==> config.mk <==
export PLATFORM = sky130hd
export DESIGN_NAME = fm_wm_row_streamer_flat
export DESIGN_NICKNAME = d
export VERILOG_FILES = /design/src/rtl/fm_wm_row_streamer_if.sv /design/src/rtl/fm_wm_row_streamer.sv /design/src/flat_wrapper.sv
export SDC_FILE = /design/constraint.sdc
export NUM_CORES = 1
export LEC_CHECK = 0
export CORE_UTILIZATION = 45
export DETAILED_ROUTE_END_ITERATION = 12
export GPL_ROUTABILITY_DRIVEN = 0
export HOLD_SLACK_MARGIN = 0.03
export PLACE_DENSITY = 0.75
export SLEW_MARGIN = 25
export SYNTH_ARGS = -nofsm -noshare
export SYNTH_HDL_FRONTEND = slang
export SYNTH_SLANG_ARGS = --single-unit
==> constraint.sdc <==
create_clock -name clk -period 2.5 [get_ports clk]
set_input_delay 0.5 -clock clk [delete_from_list [all_inputs] [get_ports clk]]
set_output_delay 0.5 -clock clk [all_outputs]
set_load 0.02 [all_outputs]
==> src/rtl/fm_wm_row_streamer_if.sv <==
// Element stream from the FM x WM row streamer to the adjacency-multiply stage.
interface fm_wm_row_streamer_if #(
    parameter int unsigned DOT_PROD_WIDTH = 16,
    parameter int unsigned FEATURE_WIDTH  = 3,
    parameter int unsigned WEIGHT_WIDTH   = 2
);
    logic [DOT_PROD_WIDTH-1:0] out_data;
    logic [FEATURE_WIDTH-1:0]  out_row;
    logic [WEIGHT_WIDTH-1:0]   out_col;
    logic                      out_valid;
    logic                      out_ready;
    logic                      out_last;

    modport master (
        output out_data, out_row, out_col, out_valid, out_last,
        input  out_ready
    );

    modport slave (
        input  out_data, out_row, out_col, out_valid, out_last,
        output out_ready
    );
endinterface

==> src/rtl/fm_wm_row_streamer.sv <==
// Reads the FM x WM product memory row by row, snapshots each row and
// serializes it element by element over a valid/ready stream.
module fm_wm_row_streamer #(
    parameter int unsigned FEATURE_ROWS   = 6,
    parameter int unsigned WEIGHT_COLS    = 3,
    parameter int unsigned DOT_PROD_WIDTH = 16,
    parameter int unsigned FEATURE_WIDTH  = $clog2(FEATURE_ROWS),
    parameter int unsigned WEIGHT_WIDTH   = $clog2(WEIGHT_COLS)
) (
    input  logic                      clk,
    input  logic                      rst,
    input  logic                      start,
    output logic [FEATURE_WIDTH-1:0]  read_row,
    input  logic [DOT_PROD_WIDTH-1:0] fm_wm_row_in [0:WEIGHT_COLS-1],
    fm_wm_row_streamer_if.master      out_if,
    output logic                      busy,
    output logic                      done
);

    localparam logic [FEATURE_WIDTH-1:0] ROW_LAST = FEATURE_WIDTH'(FEATURE_ROWS - 1);
    localparam logic [WEIGHT_WIDTH-1:0]  COL_LAST = WEIGHT_WIDTH'(WEIGHT_COLS - 1);

    typedef enum logic [1:0] {
        IDLE   = 2'd0,
        LOAD   = 2'd1,
        STREAM = 2'd2,
        DONE   = 2'd3
    } state_e;

    state_e                    state_q, state_d;
    logic [FEATURE_WIDTH-1:0]  row_cnt_q, row_cnt_d;
    logic [WEIGHT_WIDTH-1:0]   col_cnt_q, col_cnt_d;
    logic [FEATURE_WIDTH-1:0]  read_row_q, read_row_d;
    logic [DOT_PROD_WIDTH-1:0] row_buf_q [0:WEIGHT_COLS-1];
    logic [DOT_PROD_WIDTH-1:0] row_buf_d [0:WEIGHT_COLS-1];
    logic [DOT_PROD_WIDTH-1:0] out_data_q, out_data_d;
    logic [FEATURE_WIDTH-1:0]  out_row_q, out_row_d;
    logic [WEIGHT_WIDTH-1:0]   out_col_q, out_col_d;
    logic                      out_valid_q, out_valid_d;
    logic                      out_last_q, out_last_d;
    logic                      busy_q, busy_d;
    logic                      done_q, done_d;
    logic                      accept;

    // Next-state, counters and registered outputs derived from the next state.
    always_comb begin
        state_d   = state_q;
        row_cnt_d = row_cnt_q;
        col_cnt_d = col_cnt_q;
        row_buf_d = row_buf_q;
        accept    = out_valid_q & out_if.out_ready;

        case (state_q)
            IDLE: begin
                if (start) begin
                    state_d   = LOAD;
                    row_cnt_d = '0;
                    col_cnt_d = '0;
                end
            end
            LOAD: begin
                for (int c = 0; c < WEIGHT_COLS; c++) begin
                    row_buf_d[c] = fm_wm_row_in[c];
                end
                col_cnt_d = '0;
                state_d   = STREAM;
            end
            STREAM: begin
                if (accept) begin
                    if (col_cnt_q != COL_LAST) begin
                        col_cnt_d = col_cnt_q + WEIGHT_WIDTH'(1);
                    end else if (row_cnt_q != ROW_LAST) begin
                        row_cnt_d = row_cnt_q + FEATURE_WIDTH'(1);
                        state_d   = LOAD;
                    end else begin
                        state_d = DONE;
                    end
                end
            end
            DONE: begin
                state_d = IDLE;
            end
            default: begin
                state_d = IDLE;
            end
        endcase

        // Outputs are registered, so they follow the state being entered.
        out_valid_d = (state_d == STREAM);
        out_data_d  = '0;
        out_row_d   = '0;
        out_col_d   = '0;
        out_last_d  = 1'b0;
        if (out_valid_d) begin
            out_data_d = row_buf_d[col_cnt_d];
            out_row_d  = row_cnt_d;
            out_col_d  = col_cnt_d;
            out_last_d = (row_cnt_d == ROW_LAST) && (col_cnt_d == COL_LAST);
        end
        busy_d     = (state_d != IDLE);
        done_d     = (state_d == DONE);
        read_row_d = (state_d == IDLE) ? '0 : row_cnt_d;
    end

    // State, counter, snapshot buffer and output registers.
    always_ff @(posedge clk or posedge rst) begin
        if (rst) begin
            state_q     <= IDLE;
            row_cnt_q   <= '0;
            col_cnt_q   <= '0;
            read_row_q  <= '0;
            for (int c = 0; c < WEIGHT_COLS; c++) begin
                row_buf_q[c] <= '0;
            end
            out_data_q  <= '0;
            out_row_q   <= '0;
            out_col_q   <= '0;
            out_valid_q <= 1'b0;
            out_last_q  <= 1'b0;
            busy_q      <= 1'b0;
            done_q      <= 1'b0;
        end else begin
            state_q     <= state_d;
            row_cnt_q   <= row_cnt_d;
            col_cnt_q   <= col_cnt_d;
            read_row_q  <= read_row_d;
            row_buf_q   <= row_buf_d;
            out_data_q  <= out_data_d;
            out_row_q   <= out_row_d;
            out_col_q   <= out_col_d;
            out_valid_q <= out_valid_d;
            out_last_q  <= out_last_d;
            busy_q      <= busy_d;
            done_q      <= done_d;
        end
    end

    assign read_row         = read_row_q;
    assign out_if.out_data  = out_data_q;
    assign out_if.out_row   = out_row_q;
    assign out_if.out_col   = out_col_q;
    assign out_if.out_valid = out_valid_q;
    assign out_if.out_last  = out_last_q;
    assign busy             = busy_q;
    assign done             = done_q;

endmodule

==> src/flat_wrapper.sv <==
// flat-port wrapper written by rule: the top's interface ports become plain ports
module fm_wm_row_streamer_flat 
#(
    parameter int unsigned FEATURE_ROWS   = 6,
    parameter int unsigned WEIGHT_COLS    = 3,
    parameter int unsigned DOT_PROD_WIDTH = 16,
    parameter int unsigned FEATURE_WIDTH  = $clog2(FEATURE_ROWS),
    parameter int unsigned WEIGHT_WIDTH   = $clog2(WEIGHT_COLS)
)
  (clk, rst, start, read_row, fm_wm_row_in, busy, done, out_if_out_data, out_if_out_row, out_if_out_col, out_if_out_valid, out_if_out_last, out_if_out_ready);
  fm_wm_row_streamer_if #(.DOT_PROD_WIDTH(DOT_PROD_WIDTH), .FEATURE_WIDTH(FEATURE_WIDTH), .WEIGHT_WIDTH(WEIGHT_WIDTH)) out_if_i ();
  input  logic clk;
  input  logic rst;
  input  logic start;
  output logic [FEATURE_WIDTH-1:0] read_row;
  input  logic [DOT_PROD_WIDTH-1:0] fm_wm_row_in[0:WEIGHT_COLS-1];
  output logic busy;
  output logic done;
  output wire logic [$bits(out_if_i.out_data)-1:0] out_if_out_data;
  output wire logic [$bits(out_if_i.out_row)-1:0] out_if_out_row;
  output wire logic [$bits(out_if_i.out_col)-1:0] out_if_out_col;
  output wire logic [$bits(out_if_i.out_valid)-1:0] out_if_out_valid;
  output wire logic [$bits(out_if_i.out_last)-1:0] out_if_out_last;
  input wire logic [$bits(out_if_i.out_ready)-1:0] out_if_out_ready;
  assign out_if_out_data = out_if_i.out_data;
  assign out_if_out_row = out_if_i.out_row;
  assign out_if_out_col = out_if_i.out_col;
  assign out_if_out_valid = out_if_i.out_valid;
  assign out_if_out_last = out_if_i.out_last;
  assign out_if_i.out_ready = out_if_out_ready;
  fm_wm_row_streamer #(.FEATURE_ROWS(FEATURE_ROWS), .WEIGHT_COLS(WEIGHT_COLS), .DOT_PROD_WIDTH(DOT_PROD_WIDTH), .FEATURE_WIDTH(FEATURE_WIDTH), .WEIGHT_WIDTH(WEIGHT_WIDTH)) u_core (.clk(clk), .rst(rst), .start(start), .read_row(read_row), .fm_wm_row_in(fm_wm_row_in), .out_if(out_if_i), .busy(busy), .done(done));
endmodule
==> metrics.md, run 1 <==
| Metric | Value |
|---|---|
| Hold WS | `498.2 ps` |
| CTS clk-pin slew, worst paths | `about 80 ps` |
| Share of cells above drive strength 1 | `a little over a fifth` |
| Crit path time final | `between 2000 and 2500 ps` |
| Highest clock rate | `roughly 0.44 GHz` |
| DRC Markers | `0` |
| Critical path peak fanout | `slightly above 40` |
| Ant diodes | `0` |
| Final setup vio count | `0` |
| Element type at the critical path end | `register` |
| Number of synthesized register bits | `83` |
| Yosys cell types | `34` |
| Post_cts resized | `0` |
| Largest net degree at the start of global routing | `84` |
| Sw Pwr | `1.752 mW` |
| Pwr dens | `roughly 1200 nW/µm²` |
| Least-Margin Pin Slew | `roughly 760 ps` |
| Critical Path Start | `u_core.state_q[0]$_DFF_PP0_` |
| Post-Syn Instances | `around 280` |
| Hold Crit Class | `reg2reg` |
| GR Overflow Total | `0` |
| Net Sw Frac | `31.56%` |
| Fin. Hold Viols | `0` |
| Die height | `around 92 µm` |
| Finished Layout Cells | `approximately 470` |
| Port-buffer cells | `79` |
| Drt wl/cell | `~17 µm` |
| Design Area, Final | `~4800 µm²` |
| Synthesized netlist net count | `approximately 340` |
| Die X | `between 90 and 100 µm` |
| Status | `finished clean` |
| Num CTS Buffers | `9` |
| Vias post-DR | `roughly 2500` |
| Clk root buf | `clkbuf_8` |
| Post-synthesis cell area | `roughly 3600 µm²` |
| Routed WL | `between 7000 and 8000 µm` |
| YS warnings | `0` |
| Slew HR | `49.11%` |
| Setup CP Type | `reg2reg` |
| GRT Resource Usage Total | `between 10% and 20%` |
| P&R area growth vs syn | `31.93%` |
| Dpl cell area | `4543 µm²` |
| Initial antenna violation count | `0` |
| Internal power | `3.798 mW` |
| Placed cells | `between 400 and 500` |
| Seq pwr share | `between 30% and 40%` |
| Vias in the first global route | `around 2600` |
| Post-CTS Hold Fix Bufs | `0` |
| Clk_skew | `just under 9 ps` |
| Worst EP arrival | `~2500 ps` |
| 1st-iter DRT viols | `96` |
| Leak pwr | `around 2.1 nW` |
| Starting density of the core | `a little under half` |
| Critical R2R Launch | `u_core.state_q[0]$_DFF_PP0_` |
| Clock Tree Buf Depth | `2` |
| Part of the cycle the worst path needs | `~90%` |
| Core box area | `7767 µm²` |
| # IOs | `80` |
| Combinational fraction of design power | `42.0%` |
| DR pass1 iterations | `4` |
| Detail Route Antenna Nets | `0` |
| CTS sink cnt | `83` |
| CP required | `roughly 2700 ps` |
| RSZ-0062 raised after global routing | `no` |
| Post-CTS setup buffer count | `0` |
| Vias per inst | `~5.3` |
| Clk_lat worst skew | `between 300 and 400 ps` |
| HPWL after DPL | `5166 µm` |
| Final Max Slew Viols | `0` |
| Max cap viols | `0` |
| Crit start category | `register` |
| Num rows | `32` |
| First-pass GRT wire length | `12630 µm` |
| H-tree levels | `3` |
| CTS tree | `yes` |
| Clk network pwr share | `19.9%` |
| Critical path endpoint | `u_core.out_if.out_data[9]$_DFF_PP0_` |
| Seq/Total Area, Yosys | `between 50% and 60%` |
| PnR Total Power | `5.550 mW` |
| R2R Setup Slk | `250 ps` |
| Die area | `roughly 8400 µm²` |
| Worst R2R End | `u_core.out_if.out_data[9]$_DFF_PP0_` |
| Final nets | `between 400 and 500` |
| Syn avg cell area | `12.96 µm²` |
| Hold path depth | `1` |
| R2r worst-path depth | `6` |
| Max VDD drop | `between 400 and 500 µV` |
==> final cells by class <==
type | count | area, µm²
Tap cell | 102 | 127.6
Fill cell | 614 | 2995
Clock inverter | 6 | 105.1
Clock buffer | 9 | 123.9
Multi-Input combinational cell | 166 | 1399
Inverter | 10 | 41.29
Sequential cell | 83 | 2077
Timing Repair Buffer | 90 | 898.4
==> critical path: stages, from the launching register on <==
cell	delay, ps
dfrtp_1	600
nor2b_4	280
buf_12	270
mux2_4	340
or3_1	310
a32oi_1	230
nor2_1	70
==> cell families (layout without fill, tap and decap cells) <==
kind of cell / count (synthesis) / in the layout / synth area share (%)
DFF: 83 / 83 / 57.42
and+or+nand+nor: 66 / 66 / 9.789
muxes: 49 / 49 / 16.81
AOI/OAI and AO/OA: 47 / 47 / 10.20
buffers and inverters: 30 / 115 / 4.393
adders and majority gates: 4 / 4 / 1.384
==> synth_stat cells (all sizes together) <==
cell / count / share of area [%]
nand4: 1 / 0.17
a31oi: 1 / 0.17
nand2: 1 / 0.10
dfrtp: 83 / 57
nor3b: 2 / 0.41
a311oi: 1 / 0.24
a211oi: 1 / 0.35
mux2: 49 / 17
nor2b: 4 / 0.69
clkbuf: 4 / 0.41
and4: 2 / 0.48
a21oi: 5 / 1.0
a32oi: 16 / 3.9
o21bai: 17 / 3.5
nor2: 25 / 2.6
nand2b: 2 / 0.35
o21ai: 4 / 0.55
nor4: 1 / 0.17
or3: 16 / 2.8
inv: 10 / 1.0
nand3: 3 / 0.41
ha: 4 / 1.4
buf: 16 / 2.9
o31a: 2 / 0.48
and2: 4 / 0.69
and3: 2 / 0.35
or3b: 1 / 0.24
nor3: 1 / 0.14
nand3b: 1 / 0.21
==> how the worst min path moves through the flow <==
stage,from,end,slack (ps)
2_1_floorplan,u_core.row_buf_q[32]$_DFF_PP0_,u_core.row_buf_q[32]$_DFF_PP0_,460
3_3_place_gp,u_core.row_buf_q[43]$_DFF_PP0_,u_core.row_buf_q[43]$_DFF_PP0_,480
3_5_place_dp,u_core.row_buf_q[46]$_DFF_PP0_,u_core.row_buf_q[46]$_DFF_PP0_,480
4_1_cts,u_core.row_buf_q[36]$_DFF_PP0_,u_core.row_buf_q[36]$_DFF_PP0_,500
5_1_grt,u_core.row_buf_q[44]$_DFF_PP0_,u_core.row_buf_q[44]$_DFF_PP0_,520
6_report,u_core.row_buf_q[36]$_DFF_PP0_,u_core.row_buf_q[36]$_DFF_PP0_,500
==> flip-flops by register name, summed over array words and instances (netlist names) <==
register,flops
u_core.read_row,3
u_core.state_q,2
u_core.out_if.out_valid,1
u_core.out_if.out_row,3
u_core.col_cnt_q,2
u_core.done,1
u_core.row_buf_q,48
u_core.out_if.out_data,16
u_core.out_if.out_last,1
u_core.busy,1
u_core.row_cnt_q,3
u_core.out_if.out_col,2
==> power by group through the flow <==
stage	Clock [mW]	Combinational, mW	Sequential, mW
floorplan	0	1.55	2.20
global placement	0	2.25	2.12
detailed placement	0	2.31	2.14
CTS	1.12	2.34	2.12
global route	1.18	2.53	2.18
finish	1.10	2.33	2.11
==> metal layers <==
| metal | track usage (%) | wire length (µm) | vias to the layer above |
|---|---|---|---|
| met1 | 27.07 | 3598 | 1245 |
| met2 | 30.33 | 3678 | 69 |
| li1 | - | - | 1144 |
| met5 | 0 | 0 | - |
| met3 | 3.068 | 339 | 8 |
| met4 | 8.730 | 113 | 0 |
==> layout by cell type, fill, tap and decap left out, types with 2 or more instances in the layout <==
cell type | Yosys | routed
and2_1 | 4 | 4
nor3b_1 | 2 | 2
buf_4 | 3 | 9
clkdlybuf4s50_1 | 0 | 79
clkbuf_8 | 0 | 9
ha_1 | 4 | 4
nor2_1 | 25 | 24
mux2_4 | 15 | 15
a32oi_1 | 16 | 16
nand3_1 | 3 | 3
bufinv_16 | 0 | 3
o21bai_1 | 17 | 17
dfrtp_1 | 83 | 83
buf_12 | 0 | 2
and4_1 | 2 | 2
o21ai_0 | 3 | 3
mux2_2 | 34 | 34
nor2b_1 | 4 | 3
or3_1 | 16 | 16
o31a_1 | 2 | 2
inv_1 | 10 | 9
clkinv_2 | 0 | 3
a21oi_1 | 4 | 4
and3_1 | 2 | 2
nand2b_1 | 2 | 2
==> through the flow <==
step | TNS [ps] | util (%) | setup WS, ps
2_1_floorplan | 0 | - | 703.4
3_3_place_gp | -887.9 | 58.39 | -66.02
3_5_place_dp | 0 | 58.49 | 14.96
4_1_cts | 0 | 61.44 | 274.6
5_1_grt | 0 | 61.44 | 184.5
6_report | 0 | 61.44 | 251.9
No activity file was read; power rests on OpenSTA's default activity.
==> run 2: changes to the inputs <==
--- a/config.mk
+++ b/config.mk
@@ -5,11 +5,11 @@
 export SDC_FILE = /design/constraint.sdc
 export NUM_CORES = 1
 export LEC_CHECK = 0
-export CORE_UTILIZATION = 45
+export CORE_UTILIZATION = 50
 export DETAILED_ROUTE_END_ITERATION = 12
 export GPL_ROUTABILITY_DRIVEN = 0
 export HOLD_SLACK_MARGIN = 0.03
-export PLACE_DENSITY = 0.75
+export PLACE_DENSITY = 0.79
 export SLEW_MARGIN = 25
 export SYNTH_ARGS = -nofsm -noshare
 export SYNTH_HDL_FRONTEND = slang
==> constraint.sdc (replaced) <==
create_clock -name clk -period 2.4 [get_ports clk]
set_input_delay 0.48 -clock clk [delete_from_list [all_inputs] [get_ports clk]]
set_output_delay 0.48 -clock clk [all_outputs]
set_load 0.02 [all_outputs]
==> run 2 against run 1 <==
Against the previous run: utilization increased by 8.1 points; via count up 2.2%; sequential share of layout area decreased by 0.26 points; die area is 9.8% lower; combinational power increased by 6%; largest cell class unchanged.
==> metrics.md, run 2 (same netlist as run 1, synthesis figures left out) <==
| Metric | Value |
|---|---|
| Placed cells | `450 (was 451)` |
| Largest net degree at the start of global routing | `34 (was 84)` |
| 1st-iter DRT viols | `140 (was 96)` |
| GRT Resource Usage Total | `21.75% (was 19.50%)` |
| Post-CTS setup buffer count | `0 (unchanged)` |
| Leading cell types in the layout, fill and taps excluded | `dfrtp_1 (83), clkdlybuf4s50_1 (79), mux2_2 (34), nor2_1 (24), o21bai_1 (17) (unchanged)` |
| Share of cells above drive strength 1 | `22.97% (was 21.98%)` |
| Max VDD drop | `481.0 µV (was 420.7 µV)` |
| Port-buffer cells | `79 (unchanged)` |
| DR pass1 iterations | `4 (unchanged)` |
| Highest clock rate | `0.4671 GHz (was 0.4448 GHz)` |
| Vias in the first global route | `2478 (was 2579)` |
| Top delay family on crit path | `simple AND/OR/NAND/NOR gates (unchanged)` |
| Design Area, Final | `4801 µm² (was 4772 µm²)` |
| Clk_lat worst skew | `340 ps (about the same)` |
| # IOs | `80 (unchanged)` |
| R2R Setup Slk | `260 ps (was 250 ps)` |
| Crit start category | `register (unchanged)` |
| GR Overflow Total | `0 (unchanged)` |
| Detail Route Antenna Nets | `0 (unchanged)` |
| Routed WL | `7629 µm (was 7729 µm)` |
| Element type at the critical path end | `register (unchanged)` |
| Setup CP Type | `reg2reg (unchanged)` |
| Clk root buf | `clkbuf_8 (unchanged)` |
| Part of the cycle the worst path needs | `89.21% (was 89.92%)` |
| CP required | `2630 ps (was 2720 ps)` |
| Fillers | `512 (was 614)` |
| HPWL after DPL | `5364 µm (was 5166 µm)` |
| H-tree levels | `3 (unchanged)` |
| Worst-path cell chain | `or3b_1 -> a21oi_4 -> buf_4 -> nor2_1 -> and2_1 -> and4_1 (was nor2b_4 -> buf_12 -> mux2_4 -> or3_1 -> a32oi_1 -> nor2_1)` |
| Die area | `7579 µm² (was 8401 µm²)` |
| Clk_skew | `10.65 ps (was 8.762 ps)` |
| Dpl cell area | `4573 µm² (was 4543 µm²)` |
| Num CTS Buffers | `9 (unchanged)` |
| Largest Register | `u_core.row_buf_q (unchanged)` |
| Leak pwr | `2.126 nW (was 2.108 nW)` |
| CTS tree | `yes (unchanged)` |
| Final setup vio count | `0 (unchanged)` |
| P&R area growth vs syn | `32.72% (was 31.93%)` |
| CTS sink cnt | `83 (unchanged)` |
| Final core utilization | `69.51% (was 61.44%)` |
| Max cap viols | `0 (unchanged)` |
| Clock Tree Buf Depth | `2 (unchanged)` |
| Fin. Hold Viols | `0 (unchanged)` |
| Die height | `87.06 µm (was 91.66 µm)` |
| DRC Markers | `0 (unchanged)` |
| Starting density of the core | `52.37% (was 46.57%)` |
| Critical path peak fanout | `33 (was 41)` |
| Core box area | `6907 µm² (was 7767 µm²)` |
| Drt wl/cell | `16.37 µm (was 16.59 µm)` |
| Post_cts resized | `0 (unchanged)` |
| Worst EP arrival | `2370 ps (was 2470 ps)` |
| Final nets | `421 (was 416)` |
| Pwr dens | `1198 nW/µm² (was 1163 nW/µm²)` |
| Status | `finished clean (unchanged)` |
| Crit path time final | `2141 ps (was 2248 ps)` |
| Vias post-DR | `2520 (was 2466)` |
| Final Max Slew Viols | `0 (unchanged)` |
| Hold WS | `493.9 ps (was 498.2 ps)` |
| RSZ-0062 raised after global routing | `no (unchanged)` |
| Crit path largest cell delay | `540 ps (was 600 ps)` |
| Least-Margin Pin Slew | `783.3 ps (was 760.9 ps)` |
| Die X | `87.06 µm (was 91.66 µm)` |
| Crit-path slowest cell | `dfrtp_1 (unchanged)` |
| Post-CTS Hold Fix Bufs | `0 (unchanged)` |
| CP bufs+invs | `1 (unchanged)` |
| Finished Layout Cells | `466 (unchanged)` |
| CTS clk-pin slew, worst paths | `80 ps (about the same)` |
| First-pass GRT wire length | `12280 µm (was 12630 µm)` |
| Num rows | `30 (was 32)` |
| Ant diodes | `0 (unchanged)` |
| Commonest non-fill, non-tap cell in the layout | `dfrtp_1 (unchanged)` |
| Slew HR | `47.62% (was 49.11%)` |
| Hold Crit Class | `reg2reg (unchanged)` |
| Largest register FFs | `48 (unchanged)` |
| Vias per inst | `5.408 (was 5.292)` |
| Initial antenna violation count | `0 (unchanged)` |
[run 2: changes by cell type in the layout (fill, tap and decap cells not counted)]
cell / before / now
buf_4: 9 / 14
clkbuf_8: 9 / 11
clkinv_2: 3 / 1
bufinv_16: 3 / 2
clkbuf_1: 0 / 1
clkinvlp_4: 1 / 2
[run 2: per-stage QoR]
step / setup WS (ps) / TNS (ps) / total power, mW
6_report: 258.9 / 0 / 5.752
5_1_grt: 135.5 / 0 / 6.101
4_1_cts: 282.1 / 0 / 5.780
3_5_place_dp: -46.33 / -46.33 / 4.660
3_3_place_gp: -164.5 / -2429 / 4.556
2_1_floorplan: 623.4 / 0 / 3.903
[run 2: area by class of cell]
cell class / count / area [µm²] / area share, %
clock buffer: 12 / 155.1 / 3.232
inverter: 10 / 41.29 / 0.8600
clock inverter: 4 / 72.57 / 1.512
multi-input combinational: 166 / 1399 / 29.14
sequential: 83 / 2077 / 43.26
timing repair buffer: 95 / 935.9 / 19.49
tap: 96 / 120.1 / 2.502
[run 2: final timing paths]
| kind | start | depth (start not counted) | to |
|---|---|---|---|
| worst min-delay path | u_core.row_buf_q[44]$_DFF_PP0_ | 1 | u_core.row_buf_q[44]$_DFF_PP0_ |
| worst max register to register | u_core.state_q[1]$_DFF_PP0_ | 6 | u_core.out_if.out_last$_DFF_PP0_ |
| worst max-delay path | u_core.state_q[1]$_DFF_PP0_ | 6 | u_core.out_if.out_last$_DFF_PP0_ |
| worst min register to register | u_core.row_buf_q[44]$_DFF_PP0_ | 1 | u_core.row_buf_q[44]$_DFF_PP0_ |
| max in group asynchronous | rst | 3 | u_core.row_buf_q[6]$_DFF_PP0_ |
| min in group asynchronous | rst | 2 | u_core.out_if.out_data[8]$_DFF_PP0_ |
[run 2: worst register-to-register path, stage by stage (launching register included)]
cell	delay, ps
dfrtp_1	540
or3b_1	480
a21oi_4	180
buf_4	340
nor2_1	160
and2_1	160
and4_1	180
[run 2: where the power goes]
part | total [mW] | switching, mW | internal (mW)
clock | 1.10 | 0.463 | 0.642
sequential | 2.18 | 0.209 | 1.98
combinational | 2.46 | 1.16 | 1.31
total | 5.75 | 1.83 | 3.92
[run 2: per-layer routing]
layer  wire, µm  share of wire (%)  vias up  GRT usage [%]
li1           -                  -     1157              -
met1       3488                 46     1267          30.72
met2       3621                 47       79          33.00
met3        342                4.5       17          3.507
met4        177                2.3        0          10.30
met5          0                  0        -              0
==> run 3: changes to the inputs <==
--- a/config.mk
+++ b/config.mk
@@ -6,6 +6,7 @@
 export NUM_CORES = 1
 export LEC_CHECK = 0
 export CORE_UTILIZATION = 50
+export CTS_CLUSTER_DIAMETER = 50
 export DETAILED_ROUTE_END_ITERATION = 12
 export GPL_ROUTABILITY_DRIVEN = 0
 export HOLD_SLACK_MARGIN = 0.03
==> results of run 3 <==
The final DEF is identical to that of run 2; final timing and power are the same.
